===== config.mk =====
export PLATFORM = sky130hd
export DESIGN_NAME = ps2_host_tx
export DESIGN_NICKNAME = d
export VERILOG_FILES = /design/src/rtl/ps2_host_tx.sv
export SDC_FILE = /design/constraint.sdc
export NUM_CORES = 1
export LEC_CHECK = 0
export CAP_MARGIN = 20
export CORE_AREA = 4 4 80 90
export CTS_CLUSTER_DIAMETER = 80
export DETAILED_ROUTE_END_ITERATION = 12
export DIE_AREA = 0 0 84 94
export PLACE_DENSITY_LB_ADDON = 0.15
export SLEW_MARGIN = 20
export SYNTH_ARGS = -nofsm -noshare
export SYNTH_HDL_FRONTEND = slang
export SYNTH_SLANG_ARGS = --single-unit

===== constraint.sdc =====
create_clock -name clk -period 2.3 [get_ports clk]
set_clock_uncertainty 0.15 [all_clocks]
set_input_delay 0.23 -clock clk [delete_from_list [all_inputs] [get_ports clk]]
set_output_delay 0.23 -clock clk [all_outputs]
set_load 0.02 [all_outputs]

===== src/rtl/ps2_host_tx.sv =====
// ps2_host_tx: host-to-device PS/2 transmitter.
// It sends one command byte to a PS/2 device. The sequence is: clock inhibit, then
// request-to-send, then an 11-bit frame clocked by the device, then an ACK check.
// Both lines are open-drain. This block only ever pulls them low through the *_oe
// outputs.
//
// Ports:
//   clk, rst              system clock, synchronous active-high reset
//   tx_data[7:0]          byte to send, captured when tx_start is accepted
//   tx_start              start request, honoured only while ready=1
//   ready                 idle with both lines released
//   done / error          one-cycle completion pulses (ACK / timeout or NAK)
//   ps2_clk_i, ps2_dat_i  raw line levels
//   ps2_clk_oe, ps2_dat_oe  1 = pull the line low

// Per-line input conditioner: a 2-FF synchronizer followed by a FILT-sample
// debounce. The output level changes only after FILT consecutive synchronized
// samples that differ from the current level.
module ps2_in_filt #(
  parameter int unsigned FILT = 4
) (
  input  logic clk,
  input  logic rst,
  input  logic raw_i,
  output logic lvl_o
);
  localparam int unsigned CW = (FILT > 1) ? $clog2(FILT) : 1;

  logic          s1_q, s2_q, lvl_q, lvl_d;
  logic [CW-1:0] cnt_q, cnt_d;

  always_comb begin
    lvl_d = lvl_q;
    cnt_d = '0;
    if (s2_q != lvl_q) begin
      if (cnt_q == CW'(FILT - 1)) lvl_d = s2_q;
      else                        cnt_d = cnt_q + 1'b1;
    end
  end

  // Idle lines are high, so every stage resets to 1.
  always_ff @(posedge clk) begin
    if (rst) begin
      s1_q  <= 1'b1;
      s2_q  <= 1'b1;
      lvl_q <= 1'b1;
      cnt_q <= '0;
    end else begin
      s1_q  <= raw_i;
      s2_q  <= s1_q;
      lvl_q <= lvl_d;
      cnt_q <= cnt_d;
    end
  end

  assign lvl_o = lvl_q;
endmodule

module ps2_host_tx #(
  parameter int unsigned CLK_HZ = 24_000_000,
  parameter int unsigned FILT   = 4
) (
  input  logic       clk,
  input  logic       rst,
  input  logic [7:0] tx_data,
  input  logic       tx_start,
  output logic       ready,
  output logic       done,
  output logic       error,
  input  logic       ps2_clk_i,
  input  logic       ps2_dat_i,
  output logic       ps2_clk_oe,
  output logic       ps2_dat_oe
);
  localparam logic [31:0] INH_CYC  = 32'(CLK_HZ / 10_000);
  localparam logic [31:0] REQ_CYC  = 32'(CLK_HZ / 200_000);
  localparam logic [31:0] START_TO = 32'((64'(CLK_HZ) * 15) / 1000);
  localparam logic [31:0] FRAME_TO = 32'((64'(CLK_HZ) * 2) / 1000);

  typedef enum logic [2:0] {IDLE, INHIBIT, REQ, SEND, WAIT_IDLE} state_t;

  state_t      state_q, state_d;
  logic [31:0] tmr_q, tmr_d;
  logic [3:0]  n_q, n_d, n_nx;
  logic [9:0]  sh_q, sh_d;     // {stop, parity, data} shifted out LSB first
  logic        drv_q, drv_d;   // 1 = hold data low during SEND
  logic        nak_q, nak_d;
  logic        clk_prev_q;
  logic        clk_lvl, dat_lvl, fe;

  ps2_in_filt #(.FILT(FILT)) u_clk_filt (.clk(clk), .rst(rst), .raw_i(ps2_clk_i), .lvl_o(clk_lvl));
  ps2_in_filt #(.FILT(FILT)) u_dat_filt (.clk(clk), .rst(rst), .raw_i(ps2_dat_i), .lvl_o(dat_lvl));

  assign fe   = clk_prev_q & ~clk_lvl;
  assign n_nx = n_q + 4'd1;

  always_comb begin
    state_d    = state_q;
    tmr_d      = tmr_q + 32'd1;
    n_d        = n_q;
    sh_d       = sh_q;
    drv_d      = drv_q;
    nak_d      = nak_q;
    ready      = 1'b0;
    done       = 1'b0;
    error      = 1'b0;
    ps2_clk_oe = 1'b0;
    ps2_dat_oe = 1'b0;
    case (state_q)
      IDLE: begin
        ready = 1'b1;
        tmr_d = '0;
        if (tx_start) begin
          sh_d    = {1'b1, ~^tx_data, tx_data};
          nak_d   = 1'b0;
          state_d = INHIBIT;
        end
      end
      INHIBIT: begin
        ps2_clk_oe = 1'b1;
        if (tmr_q == INH_CYC - 32'd1) begin
          tmr_d   = '0;
          state_d = REQ;
        end
      end
      REQ: begin
        ps2_clk_oe = 1'b1;
        ps2_dat_oe = 1'b1;
        if (tmr_q == REQ_CYC - 32'd1) begin
          tmr_d   = '0;
          n_d     = '0;
          drv_d   = 1'b1;          // keep the start bit on the line
          state_d = SEND;
        end
      end
      SEND: begin
        ps2_dat_oe = drv_q;
        // Before fe 1 the timer measures the start wait; after it, the frame.
        if ((n_q == 4'd0 && tmr_q == START_TO) || (n_q != 4'd0 && tmr_q == FRAME_TO)) begin
          ps2_dat_oe = 1'b0;
          error      = 1'b1;
          drv_d      = 1'b0;
          state_d    = IDLE;
        end else if (fe) begin
          n_d = n_nx;
          if (n_nx == 4'd1) tmr_d = '0;
          if (n_nx == 4'd11) begin
            nak_d   = dat_lvl;
            drv_d   = 1'b0;
            tmr_d   = '0;
            state_d = WAIT_IDLE;
          end else begin
            drv_d = ~sh_q[0];
            sh_d  = {1'b1, sh_q[9:1]};
          end
        end
      end
      WAIT_IDLE: begin
        if (clk_lvl && dat_lvl) begin
          done    = ~nak_q;
          error   = nak_q;
          state_d = IDLE;
        end else if (tmr_q == FRAME_TO) begin
          error   = 1'b1;
          state_d = IDLE;
        end
      end
      default: state_d = IDLE;
    endcase
  end

  always_ff @(posedge clk) begin
    if (rst) begin
      state_q    <= IDLE;
      tmr_q      <= '0;
      n_q        <= '0;
      sh_q       <= '0;
      drv_q      <= 1'b0;
      nak_q      <= 1'b0;
      clk_prev_q <= 1'b1;
    end else begin
      state_q    <= state_d;
      tmr_q      <= tmr_d;
      n_q        <= n_d;
      sh_q       <= sh_d;
      drv_q      <= drv_d;
      nak_q      <= nak_d;
      clk_prev_q <= clk_lvl;
    end
  end
endmodule


# Word-level counts from Yosys, hierarchy flattened

Index checks and enable logic that the tools add are counted.

Add/subtract/negate cells: 4
Equality and inequality tests: 24
Mux-type cells: 45
Bitwise operators: 6
Reduce and logical (&&, ||, !) cells: 20

Operators by type and width:

| operator                                                          | number |
|---|---|
| 32-bit two-way mux                                                | 6 |
| 32-bit case mux with 4 select lines                               | 1 |
| 10-bit two-way mux                                                | 4 |
| 32-bit by 1-bit adder with 32-bit output, second input constant   | 1 |
| 32-bit by 12-bit == test with 1-bit output, second input constant | 1 |
| 32-bit by 16-bit == test with 1-bit output, second input constant | 1 |
| 32-bit by 19-bit == test with 1-bit output, second input constant | 1 |
| 32-bit by 7-bit == test with 1-bit output, second input constant  | 1 |
| 3-bit two-way mux                                                 | 8 |
| 10-bit case mux with 2 select lines                               | 1 |
| 1-bit two-way mux                                                 | 16 |
| 3-bit case mux with 5 select lines                                | 1 |
| 2-bit inequality test, second input constant                      | 7 |
| 4-bit two-way mux                                                 | 3 |
| 5-bit AND reduction                                               | 2 |
| 3-bit inequality test, second input constant                      | 3 |
| 1-bit case mux with 2 select lines                                | 4 |
| 4-bit case mux with 2 select lines                                | 1 |
| 8-bit XNOR reduction                                              | 1 |
| 3-bit by 2-bit == test with 1-bit output, second input constant   | 2 |
| 6-bit AND reduction                                               | 1 |
| 3-bit OR reduction                                                | 2 |
| 1-bit inverter                                                    | 5 |
| 2-bit by 1-bit adder with 2-bit output, second input constant     | 2 |
| 18 further kinds                                                  | 24 |

Register bits after elaboration: 62
Input port bits: 13
Output and inout port bits: 5
Word-level logic and storage cells: 114

# Logic depth before layout (Yosys ltp)

Gate-level depths: netlist of run 1.

Word-level depth: 7
Mapped depth: 9
Mapped depth without buffers: 8

# Modules after synthesis

From an unflattened synthesis of run 1, not the netlist that was laid out.

Cells, all modules: 389
Area, all modules: 3522.1 µm²

By module, submodules not included:

| module      | instances | cells each | area each (µm²) | seq. area each (µm²) |
|---|---|---|---|---|
| ps2_host_tx | 1         | 363        | 3179.3          | 1041.0 |
| ps2_in_filt | 2         | 13         | 171.4           | 100.1 |

# Worst setup path before layout of run 1

Ideal clock, no wire load.

Path type: reg-to-output
From: reg tmr_q[10]
To: out error
Arrival: 2137 ps
Data required time: 1920 ps
Slack: -217 ps
Cell stages (with the launch flop): 6
Path buffers: 0
Cell sequence: dfxtp_1 > or4_4 > or4_4 > a211oi_2 > nand2_2 > o21ai_0

Cells in the longest elaborated chain, start to end: 5
Elaborated cells between the ends (all ways): 9
Classes of those cells: eq/ne (2); mux (4); reduce/logical (3)

RTL lines:

| what                                                                                                     | RTL line | source |
|---|---|---|
| from (decl)                                                                                              | 83       | `logic [31:0] tmr_q, tmr_d;` |
| from (signal assigned)                                                                                   | 183      | `tmr_q <= tmr_d;` |
| 32-bit by 19-bit == test with 1-bit output or 32-bit by 16-bit == test with 1-bit output (tied branches) | 139, 163 |  |
| 1-bit logical AND                                                                                        | 139      | `if ((n_q == 4'd0 && tmr_q == START_TO) \|\| (n_q != 4'd0 && tmr_q == FRAME_TO)) begin` |
| 1-bit logical OR                                                                                         | 139      |  |
| 1-bit two-way mux                                                                                        | 139      |  |
| 1-bit case mux with 2 select lines (*)                                                                   | 109      | `case (state_q)` |
| to (decl)                                                                                                | 69       | `output logic error,` |

Mark *: on every way between the ends. The rest lies on a longest branch, timed or not.

# Worst setup path after layout of run 1

From: reg tmr_q[18]
To: out ps2_dat_oe

Cells in the longest elaborated chain, start to end: 5
Elaborated cells between the ends (all ways): 7
Classes of those cells: eq/ne (2); mux (2); reduce/logical (3)

RTL lines:

| what                                                                                                     | RTL line | source |
|---|---|---|
| 32-bit by 19-bit == test with 1-bit output or 32-bit by 16-bit == test with 1-bit output (tied branches) | 139      |  |
| 1-bit logical AND                                                                                        | 139      |  |
| 1-bit logical OR (*)                                                                                     | 139      |  |
| 1-bit two-way mux (*)                                                                                    | 139      |  |
| 1-bit case mux with 2 select lines (*)                                                                   | 109      |  |
| to (decl)                                                                                                | 73       | `output logic ps2_dat_oe` |

Marked as above.

==> metrics.txt, run 1 <==
most numerous cell on the critical path=or4_4; DR pass1 iterations=4; number of antenna-violating nets in the routed design=0; FFs w/ async S/R, synth=0%; Synth Net Count=around 400; Final WS setup=-0.483 ns; Max FO, Critical Path=2; gr usage total=19.8%; routed via count=~2900; Final Hold Vio Count=0; Synth area leader=dfxtp_1; Synth area leaders=dfxtp_1 37%, xor2_1 6.3%, nor2_2 5.7%; clock buffer depth=2; Tcrit/Tclk final=121%; Synth Cell Area=3320 um2; WL per Instance=13.4 um; CTS Root Buffer Type=clkbuf_8; area of the core=roughly 6400 um2; WHS=roughly 0.27 ns; crit-path cells=or4_4, or4_4, a211o_4, a21oi_2, nor2b_1, buf_4; Post-Syn Instances=380; number of synthesis warnings=0; status=finished, violations left; Reg clk slew, reported paths=0.07 ns; layout cells sized above 1=a little under a third; sequential-to-total area share from yosys stat=37.4%; H-tree depth=3; CTS tree=done; slew margin rel.=56.4%; Tot Pwr=3.17 mW; final HPWL from detailed placement=around 5300 um; critical path class=reg -> out; Mean Syn Cell Area=8.74 um2; Num CTS Buffers=9; global-route wire length before repair=12600 um; Critical Path Sink Type=output port; final slew viol count=0; Cell Area, Placed=around 4000 um2; top cell type's share of synthesized area=37.4%; Setup TNS Final=-17.18 ns; maxcap violations=0; num ports=18; hold buffer count at CTS=0; port bufs=17; CP Launch Type=flip-flop; # clock sinks=62; GP Congestion=0.842; most frequent cells in the layout=60 x dfxtp_1, 60 x buf_4, 32 x nand2_1; vias in the first global route=2830; final net count=477; Req. time, crit path=1.92 ns; Initial DRC Count=100; worst vdd ir=0.519 mV; Yosys reg bits=62; dpl ws=-0.528 ns; Area growth syn-to-layout=31.1%; grt ovf=0; final WL=7260 um; Critical-path top delay cell=or4_4; Hold Path Class=reg -> reg; Post-Layout Inst Area=4350 um2; Die X-Extent=between 80 and 90 um; Leakage Power=1.72 nW; Fill cells=about 540; unrepaired setup endpoints after global routing=yes; Yosys cell types=59; CP Data Arrival Time=roughly 2.4 ns; Pwr Density=approximately 730 nW/um2; Die H=94 um; minimum clock period=2.78 ns; DRC Markers=0; initial antenna violation count=0; vias per cell=about 5.4; Row Count=31; CP max stage delay=between 0.5 and 0.6 ns; number of diodes=0; fmax=roughly 360 MHz; EDFF count, synth=0; Final Setup Violations=53; Worst-Margin Slew=0.652 ns; DIE AREA=7900 um2; failing checks=negative setup slack; Clk Latency, worst-skew pair=0.34 ns; Initial Util=52.2%; largest net degree at the start of global routing=20; Synth Flop Type=dfxtp_1
[layer usage]
layer | wire [um] | GRT usage [%] | vias to the layer above
li1 | - | - | 1491
met3 | 201 | 2.98 | 14
met1 | 3440 | 25.0 | 1351
met5 | 0 | 0 | -
met4 | 139 | 9.38 | 0
met2 | 3480 | 33.2 | 39
[final timing paths]
kind / startpoint / end / slack [ns] / depth (start not counted)
max: tmr_q[18] / ps2_dat_oe / -0.48 / 6
min: u_clk_filt.cnt_q[0] / u_clk_filt.cnt_q[0] / 0.27 / 1
min reg2reg: u_clk_filt.cnt_q[0] / u_clk_filt.cnt_q[0] / 0.27 / 1
max reg2reg: tmr_q[18] / tmr_q[27] / -0.45 / 8
[area by class of cell]
class                      count  area (um2)  share of cell area [%]
timing repair buffer          83         749                    17.2
inverter                       8        30.0                   0.690
clock buffer                  13         159                    3.65
sequential                    62        1240                    28.6
tap                           82         103                    2.36
multi-input combinational    292        2040                    46.8
clock inverter                 1        30.0                   0.690
[sequential cells by signal, summed over array words and instances (netlist names), 2 cells and up]
register,cells
n_q,4
state_q,3
tmr_q,32
u_dat_filt.cnt_q,2
u_clk_filt.cnt_q,2
sh_q,10
[cell usage after synthesis (2+ instances only)]
cell type and number:
and2_1 3, buf_6 3, nor3b_1 2, nor3_1 8, o211ai_1 2, clkbuf_1 14, xor2_1 24, nand3_1 25
or4_4 2, o21ba_2 2, a311oi_1 2, inv_1 8, mux2i_1 4, a211oi_1 2, or4_1 2, nor2b_1 3
nand2b_1 3, dfxtp_1 62, nor2_2 30, nor4_1 7, a21o_1 9, a31oi_1 4, a21boi_0 2, o21ai_0 8
nand3b_1 2, a21oi_1 9, or2_2 5, nand2_1 32, and3_1 11, a22o_1 8, nor2_1 22, ha_1 8
or3_1 3, xnor2_1 16, nand4_1 8, nand2_2 2
[power by group]
part	internal [mW]	leakage, nW	switching [mW]	total, mW
Clock	0.549	0.0956	0.393	0.942
Combinational	0.537	1.12	0.476	1.01
Sequential	1.15	0.504	0.0667	1.22
[worst max-delay path, delay by kind of cell (launching register included)]
| family | cells | cell delay (ns) |
|---|---|---|
| and+or+nand+nor | 3 | 1.13 |
| AOI/OAI and AO/OA | 2 | 0.46 |
| DFF | 1 | 0.32 |
| buffers and inverters | 1 | 0.15 |
[metrics by stage]
step	utilization (%)	cells
3_3_place_gp	63.3	524
5_1_grt	68.4	541
3_5_place_dp	63.3	524
6_report	68.4	541
2_1_floorplan	-	380
4_1_cts	68.2	542
[kinds of logic (layout without fill, tap and decap cells)]
group	count (synthesis)	after routing	synth area share [%]
AO/OA/AOI/OAI	62	62	14.8
multiplexers	5	5	1.54
buffers and inverters	26	105	3.65
flip-flops	62	62	37.4
adder cells (fa/ha/maj)	8	8	3.01
XOR/XNOR	40	40	10.5
AND/OR/NAND/NOR	177	177	29.1
[repair_timing]
action                     CTS  global route
setup endpoints to repair   54            53
resized for setup           20             6
pin swaps                   15             7
buffers inserted             2             0
hold endpoints to repair     0             0
gates cloned                 2             0
Power figures use the tool's default switching activity.
==> inputs of run 2 (changes only) <==
--- a/config.mk
+++ b/config.mk
@@ -11,6 +11,7 @@
 export DETAILED_ROUTE_END_ITERATION = 12
 export DIE_AREA = 0 0 84 94
 export PLACE_DENSITY_LB_ADDON = 0.15
+export SKIP_CTS_REPAIR_TIMING = 1
 export SLEW_MARGIN = 20
 export SYNTH_ARGS = -nofsm -noshare
 export SYNTH_HDL_FRONTEND = slang
==> constraint.sdc (replaced) <==
create_clock -name clk -period 2.3 [get_ports clk]
set_clock_uncertainty 0.15 [all_clocks]
set_input_delay 0.23 -clock clk [delete_from_list [all_inputs] [get_ports clk]]
set_output_delay 0.23 -clock clk [all_outputs]
set_load 0.01 [all_outputs]
==> metrics.txt, run 2 (synthesized netlist as in run 1, its figures left out) <==
Critical-path top delay cell=or4_4; Num CTS Buffers=9; most numerous cell on the critical path=or4_4; reg2reg path depth=8; Critical Path Sink Type=output port; Row Count=31; number of antenna-violating nets in the routed design=0; Die H=94 um; Final Setup Violations=53; most common cell after layout, fill and taps aside=buf_4; final HPWL from detailed placement=between 5000 and 6000 um; area of the core=6360 um2; gr usage total=around a fifth; Tcrit/Tclk final=121%; final WL=about 7500 um; Most flops, register=tmr_q; vias per cell=5.41; cell count after placement=533; port bufs=17; H-tree depth=3; CTS Root Buffer Type=clkbuf_8; number of diodes=0; clock buffer depth=2; critical path class=reg -> out; failing checks=negative setup slack; num ports=18; worst vdd ir=0.620 mV; Hold Path Class=reg -> reg; final slew viol count=0; Req. time, crit path=1.92 ns; CTS tree=done; CP Launch Type=flip-flop; minimum clock period=2.79 ns; CP max stage delay=0.57 ns; largest net degree at the start of global routing=20; Reg clk slew, reported paths=0.07 ns; Pwr Density=728 nW/um2; Final Hold Vio Count=0; WP buf/inv=1; Initial Util=a little over half; Initial DRC Count=136; WHS Path Cells=1; DR pass1 iterations=4; vias in the first global route=2969; final net count=486; Post-Layout Cell Count=552; maxcap violations=0; GP Congestion=0.786; max reg flops=32; most frequent cells in the layout=69 x buf_4, 61 x dfxtp_1, 32 x nand2_1; global-route wire length before repair=13000 um; Worst-Margin Slew=between 0.6 and 0.7 ns; fmax=359 MHz; DRC Markers=0; Largest regs=tmr_q: 32 flops, sh_q: 10 flops, n_q: 4 flops; grt ovf=0; Leakage Power=1.74 nW; initial antenna violation count=0; Area growth syn-to-layout=32.0%; WL per Instance=13.6 um; unrepaired setup endpoints after global routing=yes; Die X-Extent=84 um; status=finished, violations left; CP delay by family, top=simple AND/OR/NAND/NOR gates; routed via count=2987; fin util=68.9%; CP Data Arrival Time=2.41 ns; Clk Latency, worst-skew pair=0.33 ns; DIE AREA=7900 um2; crit-path cells=or4_4, or4_4, a211o_4, a21oi_2, nor2b_1, clkbuf_2; Max FO, Critical Path=2; stages on the worst setup path=6; # clock sinks=62; Final WS setup=-0.488 ns; layout cells sized above 1=31.9%; slew margin rel.=a little over half
[run 2: layout make-up]
| class | instances | area [um2] |
|---|---|---|
| Tap cell | 82 | 103 |
| Inverter | 8 | 30.0 |
| Fill cell | 546 | 1980 |
| Sequential cell | 62 | 1240 |
| Timing Repair Buffer | 92 | 763 |
| Multi-Input combinational cell | 292 | 2030 |
| Clock buffer | 12 | 145 |
| Clock inverter | 4 | 70.1 |
[run 2: report_power, final]
group | internal, mW | switching (mW) | total (mW)
registers | 1.15 | 0.0589 | 1.21
logic | 0.460 | 0.460 | 0.920
clock network | 0.638 | 0.426 | 1.06
[run 2: metrics by stage]
step	setup TNS [ns]	instance area [um2]	setup slack (ns)	power, mW	hold slack, ns
finish	-16.58	4380	-0.488	3.19	0.261
global route	-20.54	4380	-0.540	3.34	0.276
CTS	-16.00	4330	-0.858	3.18	0.263
detailed placement	-14.38	4110	-0.491	2.13	0.247
global placement	-13.56	4110	-0.486	2.11	0.242
floorplan	-5.82	3360	-0.151	1.75	0.184
[run 2: worst paths after layout]
check	slack, ns	end	startpoint
worst min register to register	0.26	u_dat_filt.s2_q	u_dat_filt.s1_q
worst max register to register	-0.39	tmr_q[20]	tmr_q[10]
worst min-delay path	0.26	u_dat_filt.s2_q	u_dat_filt.s1_q
worst max-delay path	-0.49	ps2_dat_oe	tmr_q[10]
[run 2: metal layers]
metal | part of all wire, % | GRT usage (%) | vias to the layer above
met5 | 0 | 0 | -
met4 | 1.5 | 9.12 | 0
li1 | - | - | 1511
met2 | 53 | 37.1 | 48
met1 | 43 | 22.7 | 1418
met3 | 2.8 | 3.42 | 10
[run 2: worst register-to-register path, stage by stage, from the launching register on]
cell and delay (ns):
dfxtp_2 0.32, or4_4 0.53, or4_4 0.57, a211o_4 0.35, buf_4 0.17, a31oi_4 0.16, a21oi_4 0.11, buf_12 0.18
nor2_2 0.10
